File: config.mk
export PLATFORM = sky130hd
export DESIGN_NAME = multicycle_controller
export DESIGN_NICKNAME = d
export VERILOG_FILES = /design/src/rtl/multicycle_controller.sv
export SDC_FILE = /design/constraint.sdc
export NUM_CORES = 1
export LEC_CHECK = 0
export ABC_AREA = 0
export CAP_MARGIN = 10
export CORE_MARGIN = 2
export CORE_UTILIZATION = 32
export CTS_BUF_LIST = sky130_fd_sc_hd__clkbuf_2 sky130_fd_sc_hd__clkbuf_4 sky130_fd_sc_hd__clkbuf_8
export DETAILED_ROUTE_END_ITERATION = 12
export GPL_ROUTABILITY_DRIVEN = 0
export PLACE_DENSITY_LB_ADDON = 0.25
export SETUP_SLACK_MARGIN = 0.02
export SYNTH_ARGS = -nofsm -noshare
export SYNTH_HDL_FRONTEND = slang
export SYNTH_SLANG_ARGS = --single-unit
export TNS_END_PERCENT = 50
File: constraint.sdc
create_clock -name clk -period 1.3 [get_ports clk]
set_clock_uncertainty 0.1 [all_clocks]
set_input_delay 0.26 -clock clk [delete_from_list [all_inputs] [get_ports clk]]
set_output_delay 0.26 -clock clk [all_outputs]
set_load 0.02 [all_outputs]
File: src/rtl/multicycle_controller.sv
`default_nettype none
// ============================================================================
// Module      : multicycle_controller
// Description : Main control FSM for a multicycle RV32-style datapath
//               (lw, sw, R-type, beq and an optional I-type ALU path).
//               It has one Moore state machine. PCWrite and IRWrite also
//               look at zero and mem_ready. ImmSrc is decoded from op.
// Revision    : 1.0 - initial release
// ----------------------------------------------------------------------------
// Build option:
//   MULTICYCLE_CONTROLLER_ITYPE_EN - when defined, op=0010011 is executed
//   through EXECUTEI. When undefined, op=0010011 is flagged as illegal in
//   DECODE.
// ----------------------------------------------------------------------------
// Ports:
//   clk        in   sole clock, rising edge
//   rst        in   asynchronous active-high reset (state -> FETCH)
//   op[6:0]    in   opcode field of the instruction register
//   zero       in   ALU zero flag (branch decision)
//   mem_ready  in   memory access completes this cycle
//   PCWrite    out  PC load enable
//   AdrSrc     out  memory address select (0 PC, 1 ALUOut)
//   MemWrite   out  memory write strobe
//   IRWrite    out  instruction register / OldPC load enable
//   RegWrite   out  register file write enable
//   ResultSrc  out  result mux (00 ALUOut, 01 Data, 10 ALUResult)
//   ALUSrcA    out  ALU A mux (00 PC, 01 OldPC, 10 rs1)
//   ALUSrcB    out  ALU B mux (00 rs2, 01 ImmExt, 10 constant 4)
//   ALUOp      out  ALU op class (00 add, 01 sub, 10 funct-decoded)
//   ImmSrc     out  immediate format select
//   illegal_op out  one-cycle pulse in DECODE for an unsupported opcode
//   state[3:0] out  current state encoding (debug)
// ============================================================================
module multicycle_controller (
    input  logic       clk,
    input  logic       rst,
    input  logic [6:0] op,
    input  logic       zero,
    input  logic       mem_ready,
    output logic       PCWrite,
    output logic       AdrSrc,
    output logic       MemWrite,
    output logic       IRWrite,
    output logic       RegWrite,
    output logic [1:0] ResultSrc,
    output logic [1:0] ALUSrcA,
    output logic [1:0] ALUSrcB,
    output logic [1:0] ALUOp,
    output logic [1:0] ImmSrc,
    output logic       illegal_op,
    output logic [3:0] state
);

    typedef enum logic [3:0] {
        FETCH    = 4'd0,
        DECODE   = 4'd1,
        MEMADR   = 4'd2,
        MEMREAD  = 4'd3,
        MEMWB    = 4'd4,
        MEMWRITE = 4'd5,
        EXECUTER = 4'd6,
        ALUWB    = 4'd7,
        EXECUTEI = 4'd8,
        BEQ      = 4'd9
    } state_t;

    // Opcodes
    localparam logic [6:0] c_OP_LOAD   = 7'b0000011;
    localparam logic [6:0] c_OP_STORE  = 7'b0100011;
    localparam logic [6:0] c_OP_RTYPE  = 7'b0110011;
    localparam logic [6:0] c_OP_BRANCH = 7'b1100011;
    localparam logic [6:0] c_OP_ITYPE  = 7'b0010011;

    // Mux / ALU encodings
    localparam logic [1:0] c_RES_ALUOUT  = 2'b00;
    localparam logic [1:0] c_RES_DATA    = 2'b01;
    localparam logic [1:0] c_RES_ALURES  = 2'b10;
    localparam logic [1:0] c_SRCA_PC     = 2'b00;
    localparam logic [1:0] c_SRCA_OLDPC  = 2'b01;
    localparam logic [1:0] c_SRCA_RS1    = 2'b10;
    localparam logic [1:0] c_SRCB_RS2    = 2'b00;
    localparam logic [1:0] c_SRCB_IMM    = 2'b01;
    localparam logic [1:0] c_SRCB_FOUR   = 2'b10;
    localparam logic [1:0] c_ALU_ADD     = 2'b00;
    localparam logic [1:0] c_ALU_SUB     = 2'b01;
    localparam logic [1:0] c_ALU_FUNCT   = 2'b10;
    localparam logic [1:0] c_IMM_I       = 2'b00;
    localparam logic [1:0] c_IMM_S       = 2'b01;
    localparam logic [1:0] c_IMM_B       = 2'b10;

    state_t     r_state;
    state_t     w_next;
    logic [1:0] w_immsrc;
    logic       w_op_supported;

    // ------------------------------------------------------------------
    // Opcode classification and immediate format
    // ------------------------------------------------------------------
    always_comb begin
        w_op_supported = 1'b0;
        case (op)
            c_OP_LOAD,
            c_OP_STORE,
            c_OP_RTYPE,
            c_OP_BRANCH: w_op_supported = 1'b1;
`ifdef MULTICYCLE_CONTROLLER_ITYPE_EN
            c_OP_ITYPE:  w_op_supported = 1'b1;
`endif
            default:     w_op_supported = 1'b0;
        endcase
    end

    always_comb begin
        w_immsrc = c_IMM_I;
        case (op)
            c_OP_LOAD:   w_immsrc = c_IMM_I;
            c_OP_STORE:  w_immsrc = c_IMM_S;
            c_OP_BRANCH: w_immsrc = c_IMM_B;
            c_OP_ITYPE:  w_immsrc = c_IMM_I;
            default:     w_immsrc = c_IMM_I;
        endcase
    end

    // ------------------------------------------------------------------
    // State register. The asynchronous reset abandons any instruction in
    // flight, so a pending MemWrite/RegWrite disappears immediately.
    // ------------------------------------------------------------------
    always_ff @(posedge clk or posedge rst) begin
        if (rst) begin
            r_state <= FETCH;
        end else begin
            r_state <= w_next;
        end
    end

    // ------------------------------------------------------------------
    // Next-state logic
    // ------------------------------------------------------------------
    always_comb begin
        w_next = FETCH;
        case (r_state)
            FETCH:    w_next = mem_ready ? DECODE : FETCH;
            DECODE: begin
                case (op)
                    c_OP_LOAD,
                    c_OP_STORE:  w_next = MEMADR;
                    c_OP_RTYPE:  w_next = EXECUTER;
                    c_OP_BRANCH: w_next = BEQ;
`ifdef MULTICYCLE_CONTROLLER_ITYPE_EN
                    c_OP_ITYPE:  w_next = EXECUTEI;
`endif
                    default:     w_next = FETCH;
                endcase
            end
            MEMADR:   w_next = (op == c_OP_LOAD) ? MEMREAD : MEMWRITE;
            MEMREAD:  w_next = mem_ready ? MEMWB : MEMREAD;
            MEMWB:    w_next = FETCH;
            MEMWRITE: w_next = mem_ready ? FETCH : MEMWRITE;
            EXECUTER: w_next = ALUWB;
            ALUWB:    w_next = FETCH;
`ifdef MULTICYCLE_CONTROLLER_ITYPE_EN
            EXECUTEI: w_next = ALUWB;
`endif
            BEQ:      w_next = FETCH;
            // Unused encodings (and EXECUTEI when I-type is disabled)
            // go back to FETCH.
            default:  w_next = FETCH;
        endcase
    end

    // ------------------------------------------------------------------
    // Output decode
    // ------------------------------------------------------------------
    always_comb begin
        PCWrite    = 1'b0;
        AdrSrc     = 1'b0;
        MemWrite   = 1'b0;
        IRWrite    = 1'b0;
        RegWrite   = 1'b0;
        ResultSrc  = c_RES_ALUOUT;
        ALUSrcA    = c_SRCA_PC;
        ALUSrcB    = c_SRCB_RS2;
        ALUOp      = c_ALU_ADD;
        ImmSrc     = w_immsrc;
        illegal_op = 1'b0;
        case (r_state)
            FETCH: begin
                // During reset the state already reads FETCH. The two load
                // enables are gated so that nothing is captured until the
                // first edge after reset is released.
                PCWrite   = mem_ready & ~rst;
                IRWrite   = mem_ready & ~rst;
                AdrSrc    = 1'b0;
                ALUSrcA   = c_SRCA_PC;
                ALUSrcB   = c_SRCB_FOUR;
                ALUOp     = c_ALU_ADD;
                ResultSrc = c_RES_ALURES;
            end
            DECODE: begin
                ALUSrcA    = c_SRCA_OLDPC;
                ALUSrcB    = c_SRCB_IMM;
                ALUOp      = c_ALU_ADD;
                illegal_op = ~w_op_supported;
            end
            MEMADR: begin
                ALUSrcA = c_SRCA_RS1;
                ALUSrcB = c_SRCB_IMM;
                ALUOp   = c_ALU_ADD;
            end
            MEMREAD: begin
                AdrSrc    = 1'b1;
                ResultSrc = c_RES_ALUOUT;
            end
            MEMWB: begin
                ResultSrc = c_RES_DATA;
                RegWrite  = 1'b1;
            end
            MEMWRITE: begin
                // Held high for the whole access, including stall cycles.
                AdrSrc   = 1'b1;
                MemWrite = 1'b1;
            end
            EXECUTER: begin
                ALUSrcA = c_SRCA_RS1;
                ALUSrcB = c_SRCB_RS2;
                ALUOp   = c_ALU_FUNCT;
            end
            ALUWB: begin
                ResultSrc = c_RES_ALUOUT;
                RegWrite  = 1'b1;
            end
`ifdef MULTICYCLE_CONTROLLER_ITYPE_EN
            EXECUTEI: begin
                ALUSrcA = c_SRCA_RS1;
                ALUSrcB = c_SRCB_IMM;
                ALUOp   = c_ALU_FUNCT;
            end
`endif
            BEQ: begin
                ALUSrcA   = c_SRCA_RS1;
                ALUSrcB   = c_SRCB_RS2;
                ALUOp     = c_ALU_SUB;
                ResultSrc = c_RES_ALUOUT;
                PCWrite   = zero;
            end
            default: begin
                // Unused encodings drive every control output to 0.
                ImmSrc = 2'b00;
            end
        endcase
    end

    assign state = r_state;

endmodule
`default_nettype wire

Word-level counts from Yosys, hierarchy flattened --
Cells that the tools add are included.
Word-level totals: register bits 4, latch bits 0, bits in writable memories 0, ROM bits 0, output and inout port bits 20, logic and storage cells 43, memories kept 0
Operators by class: add/sub/neg operators 0, $mul 0, divide/modulo/power cells 0, $lt $le $gt $ge 0, equality and inequality tests 12, shifts and indexed selects 0, multiplexer cells 19, bitwise logic cells 3, reductions and logical operators 8
Operator list (count):
- one-hot mux 4 bit (6 select lines) | 1
- one-hot mux 2 bit (2 select lines) | 5
- equality test 4 x 3 -> 1 bit (second input constant) | 4
- equality test 7 x 6 -> 1 bit (second input constant) | 2
- one-hot mux 4 bit (3 select lines) | 1
- two-way mux 3 bit | 3
- OR reduction 9 bit | 1
- equality test 4 x 2 -> 1 bit (second input constant) | 2
- OR reduction 2 bit | 4
- equality test 7 x 2 -> 1 bit (second input constant) | 1
- equality test 7 bit (second input constant) | 1
- two-way mux 1 bit | 7
- equality test 4 x 1 -> 1 bit (second input constant) | 1
- equality test 4 bit (second input constant) | 1
- logical NOT 4 bit | 1
- OR reduction 4 bit | 1
- OR reduction 3 bit | 1
- two-way mux 2 bit | 1
- inverter 1 bit | 2
- one-hot mux 1 bit (2 select lines) | 1
- AND 1 bit | 1

Logic depth before layout (Yosys ltp) --
word-level depth 5, depth in mapped cells 5, mapped depth without buffers 4

Worst setup path after synthesis --
Ideal clock, no wire load.
path kind reg2out, start register r_state[2], in the netlist state[2], end output PCWrite, arrival 1.822 ns, required time 0.940 ns, setup slack -0.882 ns, stages on the path, launching flop included 5, cell sequence dfrtp_1 -> buf_2 -> nor4_2 -> and3_1 -> a21o_1
Between the ends: cells in the longest elaborated chain, start to end 2, elaborated cells on any way between the ends 3, classes of those cells eq/ne (1); mux (1); reduce/logical (1)
RTL lines:
- from (decl) | line 91 | state_t r_state;
- from (signal assigned) | line 132 | r_state <= w_next;
- equality test 4 bit / logical NOT 4 bit (equally long branches) | line 186 | case (r_state)
- one-hot mux 1 bit (2 select lines) * | line 186
- to (decl) | line 40 | output logic PCWrite,
Every way passes the cells marked *; elsewhere a longest branch is shown, timed or not.

Worst setup path in the final report --
start register r_state[1], in the netlist state[1], end output PCWrite
Same word-level chain as after synthesis.

==> results.json <==
{
  "status": "complete, but fails checks",
  "violations": "negative setup slack",
  "fin_area_um2": 1155,
  "htreeDepth": 1,
  "insertedDiodeCount": 0,
  "fmax_mhz": 546.9,
  "num_vias": 750,
  "crit_start": "state[1]$_DFF_PP0_",
  "crit_end": "PCWrite",
  "synthTopCellsByArea": "dfrtp_1 22%, nor3_1 5.5%, and3_1 4.1%",
  "end_kind": "primary output",
  "ctsLongestPathBuffers": 2,
  "grt_max_degree": 8,
  "syn_avg_cell_area_um2": 8.012,
  "syn-num-nets": 68,
  "grt_overflow_total": 0,
  "r2r_end": "state[2]$_DFF_PP0_",
  "ys_seq_area_share_pct": 21.92,
  "initial_core_util_pct": 34.66,
  "startpoint_type": "flop",
  "reg2reg_slack_ps": -390,
  "synth_largest_area_cell": "dfrtp_1",
  "grt_antenna_before_repair": 0,
  "hold_viol": 0,
  "ir_drop_v": 0.0005698,
  "die-area_um2": 1745,
  "synth_edf_count": 0,
  "wire_per_inst_um": 19.45,
  "synth_ff_type": "dfrtp_1",
  "drtIter0Drc": 16,
  "die_w_um": 41.78,
  "yosys_warnings": 0,
  "fin_ws_ps": -528.5,
  "die-height_um": 41.78,
  "setup_violations": 24,
  "hpwl_um": 1480,
  "cts-root-buf": "clkbuf_4",
  "synth_common_cells": "5 x inv_1, 5 x nor2_1, 5 x nor3_1",
  "p_per_area_nw_per_um2": 525.5,
  "cap_viol_max_count": 0,
  "period_minus_slack_ps": 1828,
  "syn-cell-area_um2": 456.7,
  "final_max_slew_viol_count": 0,
  "cts_buffers": 3,
  "cp.required_ps": 940,
  "synthArstFlopShare_pct": 100.0,
  "dr.pass1.iters": 4,
  "synth_top_area_share_pct": 21.92,
  "grtUsageTotal_pct": 29.70,
  "drc": 0,
  "arrival_ps": 1470,
  "final_layout_size_suffix_gt1_share_pct": 69.57,
  "std_cell_rows": 13,
  "cts_tree": "done",
  "r2r-start": "state[1]$_DFF_PP0_",
  "p_leak_uw": 0.0005348,
  "routed_via_density": 5.769,
  "clock_latency_ps": 230,
  "grt_pass1_vias": 792,
  "fp.coreArea_um2": 1318,
  "synthesis.instances": 57,
  "tightest_slew_ps": 290.4,
  "wirelength_um": 2529,
  "hp-class": "input port to asynchronous set/reset pin",
  "path_clk_slew_ps": 40,
  "crit_fanout": 5,
  "synth-seq-cells": 4,
  "numPortBuffers": 30,
  "fin_nets": 128,
  "cts_sinks": 4,
  "largest_reg_flops": 4,
  "io_pins": 31,
  "slew_headroom_pct": 80.48,
  "grt_pass1_wl_um": 3870,
  "areaGrowthSynthToFinish_pct": 152.9,
  "crit_type": "flop to primary output",
  "postCtsHoldBufs": 0,
  "rsz0062_at_grt": "yes",
  "setup_tns_ps": -8104,
  "ant_nets": 0,
  "synth_cell_types": 32,
  "place_area_um2": 992.2,
  "min_period_over_period_pct": 140.7,
  "r2r_cells": 6
}
placed cells by master (no fill, tap or decap), types with 2 or more instances in the layout:
master	Yosys	layout
nor3_2	0	2
nor2_1	5	3
buf_6	0	19
nor3_4	1	3
dlygate4sd2_1	0	6
clkdlybuf4s50_1	0	4
nand2b_4	1	2
dfrtp_2	0	4
a21oi_1	3	3
and3_4	0	2
nor2_2	0	2
buf_4	1	28
inv_1	5	4
nand2b_1	3	2
nor3b_4	0	2
clkbuf_4	0	3
and2b_1	2	2
critical path, cell delays in order (launching register included):
cell and delay (ps):
dfrtp_2 460, nor4_4 330, and3_4 240, a21o_1 100, buf_6 110
worst min path at each step:
stage | start | end | slack (ps) | depth (start not counted)
5_1_grt | rst | state[0]$_DFF_PP0_ | 250 | 3
3_5_place_dp | rst | state[0]$_DFF_PP0_ | 470 | 3
2_1_floorplan | rst | state[0]$_DFF_PP0_ | -70 | 1
6_report | rst | state[0]$_DFF_PP0_ | 240 | 3
3_3_place_gp | rst | state[1]$_DFF_PP0_ | 460 | 3
4_1_cts | rst | state[0]$_DFF_PP0_ | 220 | 3
stage by stage:
step / util (%) / std cells / worst slack (ps) / hold slack [ps] / total power (uW)
finish: 87.65 / 130 / -528.5 / 237.9 / 606.9
global route: 87.65 / 130 / -602.0 / 251.7 / 639.4
CTS: 83.19 / 129 / -483.2 / 224.6 / 594.3
detailed placement: 75.31 / 121 / -1012 / 473.3 / 417.5
global placement: 75.31 / 121 / -920.7 / 459.7 / 409.5
floorplan: - / 57 / -533.3 / -65.34 / 269.0
where the power goes:
part           switching (uW)  total [uW]  internal [uW]
sequential               9.09         139            130
clock                    45.5         148            103
combinational             152         319            167
total                     207         607            400
area by class of cell:
cell class	instances	area (um^2)
Timing Repair Buffer	58	521.8
Multi-Input combinational cell	45	467.9
Fill cell	70	162.7
Sequential cell	4	105.1
Clock buffer	3	22.52
Inverter	5	18.77
Tap cell	15	18.77
layer usage:
| layer | vias up | wire length, um | track usage, % |
|---|---|---|---|
| met5 | - | 0 | 0 |
| met4 | 0 | 95 | 20.65 |
| met3 | 12 | 152 | 4.783 |
| met2 | 47 | 1368 | 55.00 |
| met1 | 365 | 912 | 29.52 |
| li1 | 326 | - | - |
logic make-up (layout without fill, tap and decap cells):
group	Yosys count	count (layout)	share of synthesized area (%)
AOI/OAI and AO/OA	15	15	23.57
adders and majority gates	1	1	2.192
buffers and inverters	8	66	7.946
DFF	4	4	21.92
muxes	1	1	2.192
and+or+nand+nor	28	28	42.19
repair_timing:
item	in CTS	in global routing
resized for setup	129	12
endpoints found under the hold margin	0	0
pin swaps	8	3
buffers inserted	5	1
endpoints found under the setup margin	24	24
No activity file was read; power rests on OpenSTA's default activity.
